### config.mk
export PLATFORM = sky130hd
export DESIGN_NAME = game_screen_seq
export DESIGN_NICKNAME = d
export VERILOG_FILES = /design/src/rtl/game_screen_seq_pkg.sv /design/src/rtl/game_screen_seq_edge_det.sv /design/src/rtl/game_screen_seq.sv
export SDC_FILE = /design/constraint.sdc
export NUM_CORES = 1
export LEC_CHECK = 0
export BUFFER_PORTS_ARGS = -buffer_cell sky130_fd_sc_hd__buf_2
export CORE_MARGIN = 4
export CORE_UTILIZATION = 40
export DETAILED_ROUTE_END_ITERATION = 7
export PLACE_DENSITY = 0.65
export SYNTH_ARGS = -nofsm -noshare
export SYNTH_HDL_FRONTEND = slang
export SYNTH_SLANG_ARGS = --single-unit
### constraint.sdc
create_clock -name clk -period 2 [get_ports clk]
set_clock_uncertainty 0.1 [all_clocks]
set_input_delay 0.1 -clock clk [delete_from_list [all_inputs] [get_ports clk]]
set_output_delay 0.1 -clock clk [all_outputs]
set_load 0.02 [all_outputs]
### src/rtl/game_screen_seq_pkg.sv
// Shared encodings for the game screen sequencer: phase codes, winner codes
// and the score ceiling.
package game_screen_pkg;

  typedef enum logic [1:0] {
    ST_TITLE = 2'b00,
    ST_PLAY  = 2'b01,
    ST_PAUSE = 2'b10,
    ST_OVER  = 2'b11
  } state_t;

  localparam logic [1:0] WIN_NONE  = 2'b00;
  localparam logic [1:0] WIN_LEFT  = 2'b01;
  localparam logic [1:0] WIN_RIGHT = 2'b10;
  localparam logic [1:0] WIN_DRAW  = 2'b11;

  localparam logic [3:0] SCORE_MAX = 4'd9;

  localparam bit EDGE_RISE = 1'b0;
  localparam bit EDGE_FALL = 1'b1;

  function automatic logic [1:0] decide_winner(input logic [3:0] sc_l, input logic [3:0] sc_r);
    logic [1:0] w_res;
    if (sc_l > sc_r) begin
      w_res = WIN_LEFT;
    end else if (sc_r > sc_l) begin
      w_res = WIN_RIGHT;
    end else begin
      w_res = WIN_DRAW;
    end
    return w_res;
  endfunction

endpackage

### src/rtl/game_screen_seq_edge_det.sv
// Single-flop edge detector: combinational 1-cycle pulse on the selected edge.
// History resets to 1 so a level already high at reset release never fires.
module edge_det
  import game_screen_pkg::*;
#(
  parameter bit POLARITY = EDGE_RISE
) (
  input  logic clk,
  input  logic rst,
  input  logic i_sig,
  output logic o_pulse
);

  logic r_prev;

  always_ff @(posedge clk) begin
    if (!rst) begin
      r_prev <= 1'b1;
    end else begin
      r_prev <= i_sig;
    end
  end

  generate
    if (POLARITY == EDGE_FALL) begin : g_fall
      assign o_pulse = r_prev & ~i_sig;
    end else begin : g_rise
      assign o_pulse = ~r_prev & i_sig;
    end
  endgenerate

endmodule

### src/rtl/game_screen_seq.sv
// Frame-synchronous game phase sequencer: phase FSM, scores, match clock and
// OVER hold timer. Phase changes only on the frame tick derived from vsync.
module game_screen_seq
  import game_screen_pkg::*;
#(
  parameter int FPS          = 60,
  parameter int GAME_SECONDS = 90,
  parameter int WIN_SCORE    = 5,
  parameter int OVER_FRAMES  = 180
) (
  input  logic       clk,
  input  logic       rst,
  input  logic       vsync,
  input  logic       btn_start,
  input  logic       btn_pause,
  input  logic       goal_l,
  input  logic       goal_r,
  output logic [1:0] screen_sel,
  output logic [3:0] score_l,
  output logic [3:0] score_r,
  output logic [6:0] time_left,
  output logic [1:0] winner,
  output logic       frame_tick
);

  localparam int DIV_W  = (FPS > 1) ? $clog2(FPS) : 1;
  localparam int HOLD_W = $clog2(OVER_FRAMES + 1);

  localparam logic [DIV_W-1:0]  DIV_LAST  = DIV_W'(FPS - 1);
  localparam logic [HOLD_W-1:0] HOLD_DONE = HOLD_W'(OVER_FRAMES);
  localparam logic [6:0]        TIME_INIT = 7'(GAME_SECONDS);
  localparam logic [3:0]        WIN_LVL   = 4'(WIN_SCORE);

  logic              w_vs_fall;
  logic [1:0]        w_btn_level;
  logic [1:0]        w_btn_rise;
  logic              w_start_rise;
  logic              w_pause_rise;

  logic              r_frame_tick;
  logic              r_start_req;
  logic              r_pause_req;

  state_t            r_state;
  state_t            w_state_next;
  logic              w_match_start;
  logic              w_match_end;

  logic [3:0]        r_score_l;
  logic [3:0]        r_score_r;
  logic [3:0]        w_score_l_next;
  logic [3:0]        w_score_r_next;
  logic [1:0]        r_winner;

  logic [6:0]        r_time_left;
  logic [DIV_W-1:0]  r_sec_div;
  logic [HOLD_W-1:0] r_hold_cnt;

  edge_det #(
    .POLARITY (EDGE_FALL)
  ) u_vsync_edge (
    .clk     (clk),
    .rst     (rst),
    .i_sig   (vsync),
    .o_pulse (w_vs_fall)
  );

  // Bit 0 is start, bit 1 is pause; both want rising edges.
  assign w_btn_level = {btn_pause, btn_start};

  genvar gi;
  generate
    for (gi = 0; gi < 2; gi++) begin : g_btn
      edge_det #(
        .POLARITY (EDGE_RISE)
      ) u_btn_edge (
        .clk     (clk),
        .rst     (rst),
        .i_sig   (w_btn_level[gi]),
        .o_pulse (w_btn_rise[gi])
      );
    end
  endgenerate

  assign w_start_rise = w_btn_rise[0];
  assign w_pause_rise = w_btn_rise[1];

  always_ff @(posedge clk) begin
    if (!rst) begin
      r_frame_tick <= 1'b0;
    end else begin
      r_frame_tick <= w_vs_fall;
    end
  end

  // Requests live for one frame; an edge landing on the tick cycle carries over.
  always_ff @(posedge clk) begin
    if (!rst) begin
      r_start_req <= 1'b0;
      r_pause_req <= 1'b0;
    end else if (r_frame_tick) begin
      r_start_req <= w_start_rise;
      r_pause_req <= w_pause_rise;
    end else begin
      r_start_req <= r_start_req | w_start_rise;
      r_pause_req <= r_pause_req | w_pause_rise;
    end
  end

  always_ff @(posedge clk) begin
    if (!rst) begin
      r_state <= ST_TITLE;
    end else begin
      r_state <= w_state_next;
    end
  end

  always_comb begin
    w_state_next  = r_state;
    w_match_start = 1'b0;
    w_match_end   = 1'b0;
    if (r_frame_tick) begin
      case (r_state)
        ST_TITLE: begin
          if (r_start_req) begin
            w_state_next  = ST_PLAY;
            w_match_start = 1'b1;
          end
        end
        ST_PLAY: begin
          // End-of-match wins over a pause request in the same frame.
          if ((r_score_l >= WIN_LVL) || (r_score_r >= WIN_LVL) || (r_time_left == '0)) begin
            w_state_next = ST_OVER;
            w_match_end  = 1'b1;
          end else if (r_pause_req) begin
            w_state_next = ST_PAUSE;
          end
        end
        ST_PAUSE: begin
          if (r_pause_req || r_start_req) begin
            w_state_next = ST_PLAY;
          end
        end
        ST_OVER: begin
          if ((r_hold_cnt == HOLD_DONE) && r_start_req) begin
            w_state_next = ST_TITLE;
          end
        end
        default: begin
          w_state_next = ST_TITLE;
        end
      endcase
    end
  end

  always_comb begin
    w_score_l_next = r_score_l;
    w_score_r_next = r_score_r;
    if (r_state == ST_PLAY) begin
      if (goal_l && (r_score_l < SCORE_MAX)) begin
        w_score_l_next = r_score_l + 4'd1;
      end
      if (goal_r && (r_score_r < SCORE_MAX)) begin
        w_score_r_next = r_score_r + 4'd1;
      end
    end
  end

  always_ff @(posedge clk) begin
    if (!rst) begin
      r_score_l <= 4'd0;
      r_score_r <= 4'd0;
    end else if (w_match_start) begin
      r_score_l <= 4'd0;
      r_score_r <= 4'd0;
    end else begin
      r_score_l <= w_score_l_next;
      r_score_r <= w_score_r_next;
    end
  end

  // Judged on the post-goal score so a goal on the final tick is not lost.
  always_ff @(posedge clk) begin
    if (!rst) begin
      r_winner <= WIN_NONE;
    end else if (w_match_start) begin
      r_winner <= WIN_NONE;
    end else if (w_match_end) begin
      r_winner <= decide_winner(w_score_l_next, w_score_r_next);
    end
  end

  always_ff @(posedge clk) begin
    if (!rst) begin
      r_time_left <= TIME_INIT;
      r_sec_div   <= '0;
    end else if (w_match_start) begin
      r_time_left <= TIME_INIT;
      r_sec_div   <= '0;
    end else if (r_frame_tick && (r_state == ST_PLAY) && (r_time_left != '0)) begin
      if (r_sec_div == DIV_LAST) begin
        r_sec_div   <= '0;
        r_time_left <= r_time_left - 7'd1;
      end else begin
        r_sec_div <= r_sec_div + DIV_W'(1);
      end
    end
  end

  // Counts ticks spent in OVER, saturating at the hold length.
  always_ff @(posedge clk) begin
    if (!rst) begin
      r_hold_cnt <= '0;
    end else if (r_state != ST_OVER) begin
      r_hold_cnt <= '0;
    end else if (r_frame_tick && (r_hold_cnt != HOLD_DONE)) begin
      r_hold_cnt <= r_hold_cnt + HOLD_W'(1);
    end
  end

  assign screen_sel = r_state;
  assign score_l    = r_score_l;
  assign score_r    = r_score_r;
  assign time_left  = r_time_left;
  assign winner     = r_winner;
  assign frame_tick = r_frame_tick;

endmodule

==> results of run 1 <==
-- timing repair --
item / 4_1_cts / 5_1_grt
setup endpoints to repair: 2 / 5
pin swaps: 11 / 12
gates resized for setup: 13 / 22
setup buffers: 4 / 2
gates cloned: 0 / 0
hold buffers: 6 / 0
endpoints found under the hold margin: 4 / 0
-- cell usage after synthesis, types with 4 or more instances --
master,count
xor2_1,11
dfxtp_1,39
a21oi_1,12
o21ai_0,8
nand2_1,18
nor2_1,27
and2_1,6
ha_1,15
inv_1,18
nand2b_1,5
xnor2_1,8
nand3_1,4
nand4_1,6
-- worst register-to-register path, cell delays in order (launching register included) --
cell      delay, ps
dfxtp_2         330
inv_2            70
ha_4            150
nand2b_4         60
a21oi_4         130
nand2_1         110
xor2_2          200
ha_1            300
nand2_2          60
o21ai_2         140
and3b_1         180
nor3_1          110
-- layer usage --
| metal | vias up | global-route usage [%] | routed length [um] | part of all wire (%) |
|---|---|---|---|---|
| li1 | 863 | - | - | - |
| met1 | 796 | 17.5 | 1940 | 43 |
| met2 | 22 | 27.3 | 2400 | 53 |
| met3 | 5 | 3.85 | 138 | 3.0 |
| met4 | 0 | 6.01 | 60 | 1.3 |
| met5 | - | 0 | 0 | 0 |
-- worst max path at each step --
stage	start	end	slack, ps	cells past startpoint
global placement	score_r[0]	winner[1]	-10	11
finish	score_l[1]	winner[1]	-10	11
floorplan	screen_sel[0]	winner[0]	-1	10
global route	score_r[1]	winner[1]	-110	11
CTS	score_l[0]	winner[1]	-30	12
detailed placement	score_l[0]	winner[0]	-110	10
-- metrics by stage --
step,area (um^2),worst slack (ps),total power (uW)
final,2750,-11.5,1520
after global routing,2750,-108,1590
after global placement,2350,-9.76,859
after detailed placement,2350,-106,860
after CTS,2620,-29.9,1540
after floorplan,2060,-1.48,839
-- where the power goes --
part	total (uW)	switching, uW	internal, uW
Combinational	71.3	36.2	35.1
Sequential	785	4.80	780
Clock	664	293	372
-- final cells by class --
| class | count | area share, % |
|---|---|---|
| Sequential cell | 39 | 28.9 |
| Inverter | 18 | 2.55 |
| Clock buffer | 5 | 2.50 |
| Multi-Input combinational cell | 159 | 47.9 |
| Tap cell | 67 | 3.05 |
| Clock inverter | 3 | 1.59 |
| Timing Repair Buffer | 54 | 13.5 |
-- state kept, by name (all words and copies together), names as in the netlist, 2 cells and up --
name	count
r_hold_cnt	8
time_left	7
r_sec_div	6
score_l	4
score_r	4
g_btn.u_btn_edge.r_prev	2
screen_sel	2
winner	2
-- cell families (layout without fill, tap and decap cells) --
kind of cell / count (synthesis) / after routing / share of synthesized area, %
AO/OA/AOI/OAI: 36 / 36 / 12.7
XOR/XNOR: 19 / 19 / 8.23
adder cells (fa/ha/maj): 15 / 15 / 9.28
buffers and inverters: 24 / 80 / 5.26
flip-flops: 39 / 39 / 38.6
multiplexers: 3 / 3 / 1.49
AND/OR/NAND/NOR: 86 / 86 / 24.4
==> results.json, run 1 <==
{
  "cp.required_ps": 2130,
  "grt_pass1_vias": 1625,
  "hold_viol_final": 0,
  "worst-path-buf-inv": 1,
  "ys_ff_latch": 39,
  "antenna_found_initial": 0,
  "area_growth_pct": 36.0,
  "start_kind": "register",
  "final_cell_mix": "dfxtp_1, nor2_1, buf_2",
  "clock_path_buffers": 2,
  "ir_worst_vdd_mv": 0.294,
  "r2r_cells": 11,
  "status": "finished with violations",
  "r2r_slack_ps": -10,
  "drt_iter0_drc": 62,
  "cts_tree": "built",
  "drive_above_1_share_pct": 36.7,
  "initial_core_util_pct": 42.0,
  "hold_path_class": "input port to register",
  "yosysTopAreaCellShare_pct": 38.6,
  "grt_max_degree": 14,
  "port-buffer-count": 26,
  "synthesis.area_um2": 2020,
  "rsz0062_at_grt": "true",
  "synth_nets": 244,
  "period_needed_ps": 2010,
  "rows": 25,
  "whs_ps": 27.0,
  "die_area_um2": 6260,
  "yosysSeqAreaShare_pct": 38.6,
  "grt_pass1_wl_um": 7530,
  "dpl.hpwl_um": 3000,
  "drtAntennaViolNets": 0,
  "layout_setup_ws_ps": -11.5,
  "synth_warnings": 0,
  "synth_edf_count": 0,
  "grt-ovfl-total": 0,
  "postSynthCellCount": 222,
  "wl_um": 4540,
  "numCtsBuffers": 5,
  "hp-start": "rst",
  "wl_per_cell_um": 13.1,
  "drv_cap": 0,
  "die_h_um": 79.1,
  "reg2reg_from": "score_l[1]",
  "violations": "negative setup slack",
  "routabilityCongestion": 0.761,
  "dp_cells": 325,
  "hold_end": "screen_sel[1]",
  "root_buffer": "clkbuf_8",
  "netlist_top_cells_area": "dfxtp_1, ha_1, nor2_1, xor2_1, xnor2_1",
  "ios": 27,
  "slowest_stage": "dfxtp_2",
  "timing.critical_path.slowest_cell_delay_ps": 330,
  "cp_top_family": "simple AND/OR/NAND/NOR gates",
  "setup_tns_ps": -16.9,
  "diodes": 0,
  "cp_max_fo": 2,
  "finalNonFillerCells": 345,
  "yosysTopAreaCell": "dfxtp_1",
  "max_slew_margin_pct": 68.9,
  "register_area_um2": 796,
  "p_leak_uw": 0.00117,
  "worst_pin_slew_ps": 463,
  "clkTransAtPathRegs_ps": 80,
  "route.detailed.drc": 0,
  "ys_types": 45,
  "clk_latency_ps": 290,
  "drv_slew": 0,
  "cellPowerDensity_nw_per_um2": 553,
  "crit_chain": "inv_2 > ha_4 > nand2b_4 > a21oi_4 > nand2_1 > xor2_2 > ha_1 > nand2_2 > o21ai_2 > and3b_1 > nor3_1",
  "r2r-end": "winner[1]",
  "synth-main-ff-cell": "dfxtp_1",
  "cts.sinks": 39,
  "die_x_um": 79.1,
  "timing.final.crit_share_pct": 101,
  "multi_input_area_um2": 1320,
  "setup_violations": 2,
  "first_pass_iters": 4,
  "fillers": 441,
  "nets": 299,
  "htreeDepth": 2,
  "worstPathArrival_ps": 2140,
  "hold_path_depth": 2,
  "final_util_pct": 57.1,
  "coreArea_um2": 4820,
  "path_class": "register to register",
  "grt_usage_pct": 15.4,
  "endpoint_kind": "register",
  "vias_per_cell": 4.89,
  "syn_avg_cell_area_um2": 9.11,
  "ys_async_sr_fraction_pct": 0,
  "num_vias": 1686,
  "final_common_cell": "dfxtp_1",
  "max_freq_mhz": 497
}
Power figures use the tool's default switching activity.
==> inputs of run 2 (changes only) <==
Settings changed: ABC_AREA from default to 1, CORE_ASPECT_RATIO from default to 1.5, CTS_BUF_LIST from default to sky130_fd_sc_hd__clkbuf_16.
==> run 2 against run 1 <==
The run still ends with negative setup slack left. Maximum frequency shrank 5.9%. Area after synthesis up 4.8%. Clock power grew 13%. Register-to-register slack worse by 130 ps. Sequential power rose by 0.6%. Worst hold slack improved by 170 ps. First-iteration DRC count is 4.8% lower. Count of clock-buffer cells in the layout did not move. Synthesized cell count is 30% higher. Setup slack worse by 130 ps. Critical path type unchanged.
==> results.json, run 2 <==
{
  "status": "finished with violations",
  "violations": "negative setup slack",
  "timing.critical_path.slowest_cell_delay_ps": 350,
  "clkTransAtPathRegs_ps": 60,
  "max_slew_margin_pct": 74.2,
  "rows": 32,
  "hp-start": "goal_r",
  "die_area_um2": 6550,
  "cts.sinks": 39,
  "grt_pass1_vias": 1916,
  "synth_top_cells_by_count": "nand2_1, inv_1, dfxtp_1, nor2_1, nand3_1",
  "numCtsBuffers": 5,
  "cellPowerDensity_nw_per_um2": 589,
  "largest-register": "r_hold_cnt",
  "drive_above_1_share_pct": 29.0,
  "route.detailed.drc": 0,
  "cp.required_ps": 2070,
  "postSynthCellCount": 288,
  "num_vias": 1960,
  "dp_worst_setup_slack_ps": -167,
  "timing.final.crit_share_pct": 107,
  "root_buffer": "clkbuf_16",
  "drv_cap": 0,
  "ys_types": 35,
  "fillers": 517,
  "vias_per_cell": 4.63,
  "slowest_stage": "dfxtp_4",
  "setup_tns_ps": -156,
  "grt_pass1_wl_um": 8230,
  "die_h_um": 97.1,
  "grt_usage_pct": 15.7,
  "final_common_cell": "nand2_1",
  "yosysTopAreaCell": "dfxtp_1",
  "antenna_found_initial": 0,
  "layout_setup_ws_ps": -137,
  "nets": 376,
  "die_x_um": 67.4,
  "cts_tree": "built",
  "port-buffer-count": 26,
  "path_class": "register to register",
  "dp_cells": 406,
  "final_cell_mix": "nand2_1, inv_1, nor2_1",
  "worst-path-buf-inv": 4,
  "drtAntennaViolNets": 0,
  "synth-main-ff-cell": "dfxtp_1",
  "clock_path_buffers": 2,
  "dpl_cell_area_um2": 2550,
  "drt_iter0_drc": 59,
  "dpl.hpwl_um": 3400,
  "finalNonFillerCells": 423,
  "grt_max_degree": 13,
  "synthMostInstantiatedCell": "nand2_1",
  "ys_ff_latch": 39,
  "yosysTopAreaCellShare_pct": 36.9,
  "crit_chain": "inv_4 > ha_4 > inv_2 > nor2_1 > o21ai_1 > nor2_2 > inv_1 > o21ai_2 > inv_1 > ha_4 > a21oi_2 > o21ai_2 > nand3_1 > a31oi_1 > nor2_1",
  "setup_violations": 2,
  "clk_latency_ps": 280,
  "first_pass_iters": 4,
  "largest_reg_flops": 8,
  "ir_worst_vdd_mv": 0.363,
  "synth_edf_count": 0,
  "synth_nets": 310,
  "diodes": 0,
  "coreArea_um2": 5120,
  "hold_viol_final": 0,
  "cp_top_family": "compound AO/OA/AOI/OAI gates",
  "worst_pin_slew_ps": 386,
  "reg2reg_from": "score_r[0]",
  "grt-ovfl-total": 0,
  "ios": 27,
  "synthesis.area_um2": 2120,
  "ys_async_sr_fraction_pct": 0,
  "final_area_um2": 2820,
  "worstPathArrival_ps": 2200,
  "htreeDepth": 2,
  "max_freq_mhz": 468,
  "wl_um": 4410,
  "synth_warnings": 0,
  "cp_max_fo": 4,
  "startpoint": "score_r[0]",
  "hold_path_class": "input port to register",
  "p_leak_uw": 0.00127,
  "yosysSeqAreaShare_pct": 36.9,
  "wl_per_cell_um": 10.4,
  "initial_core_util_pct": 41.3,
  "routabilityCongestion": 0.797,
  "finalPower_uw": 1660,
  "syn_avg_cell_area_um2": 7.36,
  "endpoint_kind": "register",
  "start_kind": "register",
  "area_growth_pct": 33.0,
  "rsz0062_at_grt": "true",
  "netlist_top_cells_area": "dfxtp_1, nand2_1, ha_1, inv_1, nor2_1",
  "period_needed_ps": 2140,
  "drv_slew": 0
}
[run 2: cell types whose count changed in the layout (fill, tap and decap cells not counted), moves of 4 or more]
cell	change
clkbuf_16	+5
buf_4	+10
inv_1	+33
buf_6	-4
nand3_1	+13
a21oi_1	+7
xor2_1	-6
clkbuf_8	-5
and2_1	-6
dfxtp_2	-4
nand2_1	+36
nor2_1	+11
[run 2: final timing paths]
path         cells after the start  slack [ps]          to
max                             15        -140   winner[0]
min                              5         200  score_r[3]
max reg2reg                     15        -140   winner[0]
min reg2reg                      2         320  frame_tick
[run 2: area by class of cell]
type | count | area [um^2] | share of cell area, %
inverters | 52 | 208 | 7.37
clock buffers | 5 | 125 | 4.44
multi-input cells | 196 | 1190 | 42.1
well taps | 68 | 85.1 | 3.02
clock inverters | 3 | 15.0 | 0.533
flip-flops and latches | 39 | 798 | 28.3
repair buffers | 60 | 400 | 14.2
[run 2: worst reg2reg max path: stages (launching register included)]
cell,delay [ps]
dfxtp_4,350
inv_4,50
ha_4,120
inv_2,30
nor2_1,80
o21ai_1,70
nor2_2,170
inv_1,80
o21ai_2,130
inv_1,90
ha_4,270
a21oi_2,50
o21ai_2,130
nand3_1,100
a31oi_1,150
nor2_1,50
[run 2: layer usage]
metal	wire (um)	global-route usage, %	up-vias	part of all wire, %
met3	123	3.24	6	2.8
met4	52	5.00	0	1.2
li1	-	-	1049	-
met5	0	0	-	0
met1	1830	18.4	885	42
met2	2400	27.7	20	54
[run 2: power breakdown]
part / leakage [uW] / switching (uW) / internal [uW]
Sequential: 0.000320 / 7.12 / 782
Clock: 0.0000733 / 299 / 454
Combinational: 0.000876 / 63.4 / 53.3
[run 2: through the flow]
stage	utilization [%]	hold slack, ps
after floorplan	-	68.7
after global placement	49.7	191
after detailed placement	49.7	194
after CTS	54.2	180
after global routing	55.0	220
final	55.0	200
[run 2: cells by family after synthesis]
family | after synthesis | synth area share, %
AOI/OAI and AO/OA | 36 | 10.0
xor gates and xnor gates | 10 | 4.13
adders and majority gates | 15 | 8.86
buffers and inverters | 53 | 9.81
DFF | 39 | 36.9
and+or+nand+nor | 135 | 30.3
[run 2: repair_timing]
action | in CTS | in global routing
hold endpoints to repair | 5 | 0
setup buffers | 2 | 1
pin swaps | 6 | 2
cloned | 0 | 0
gates resized for setup | 6 | 7
hold buffers | 6 | 0
setup endpoints to repair | 2 | 2
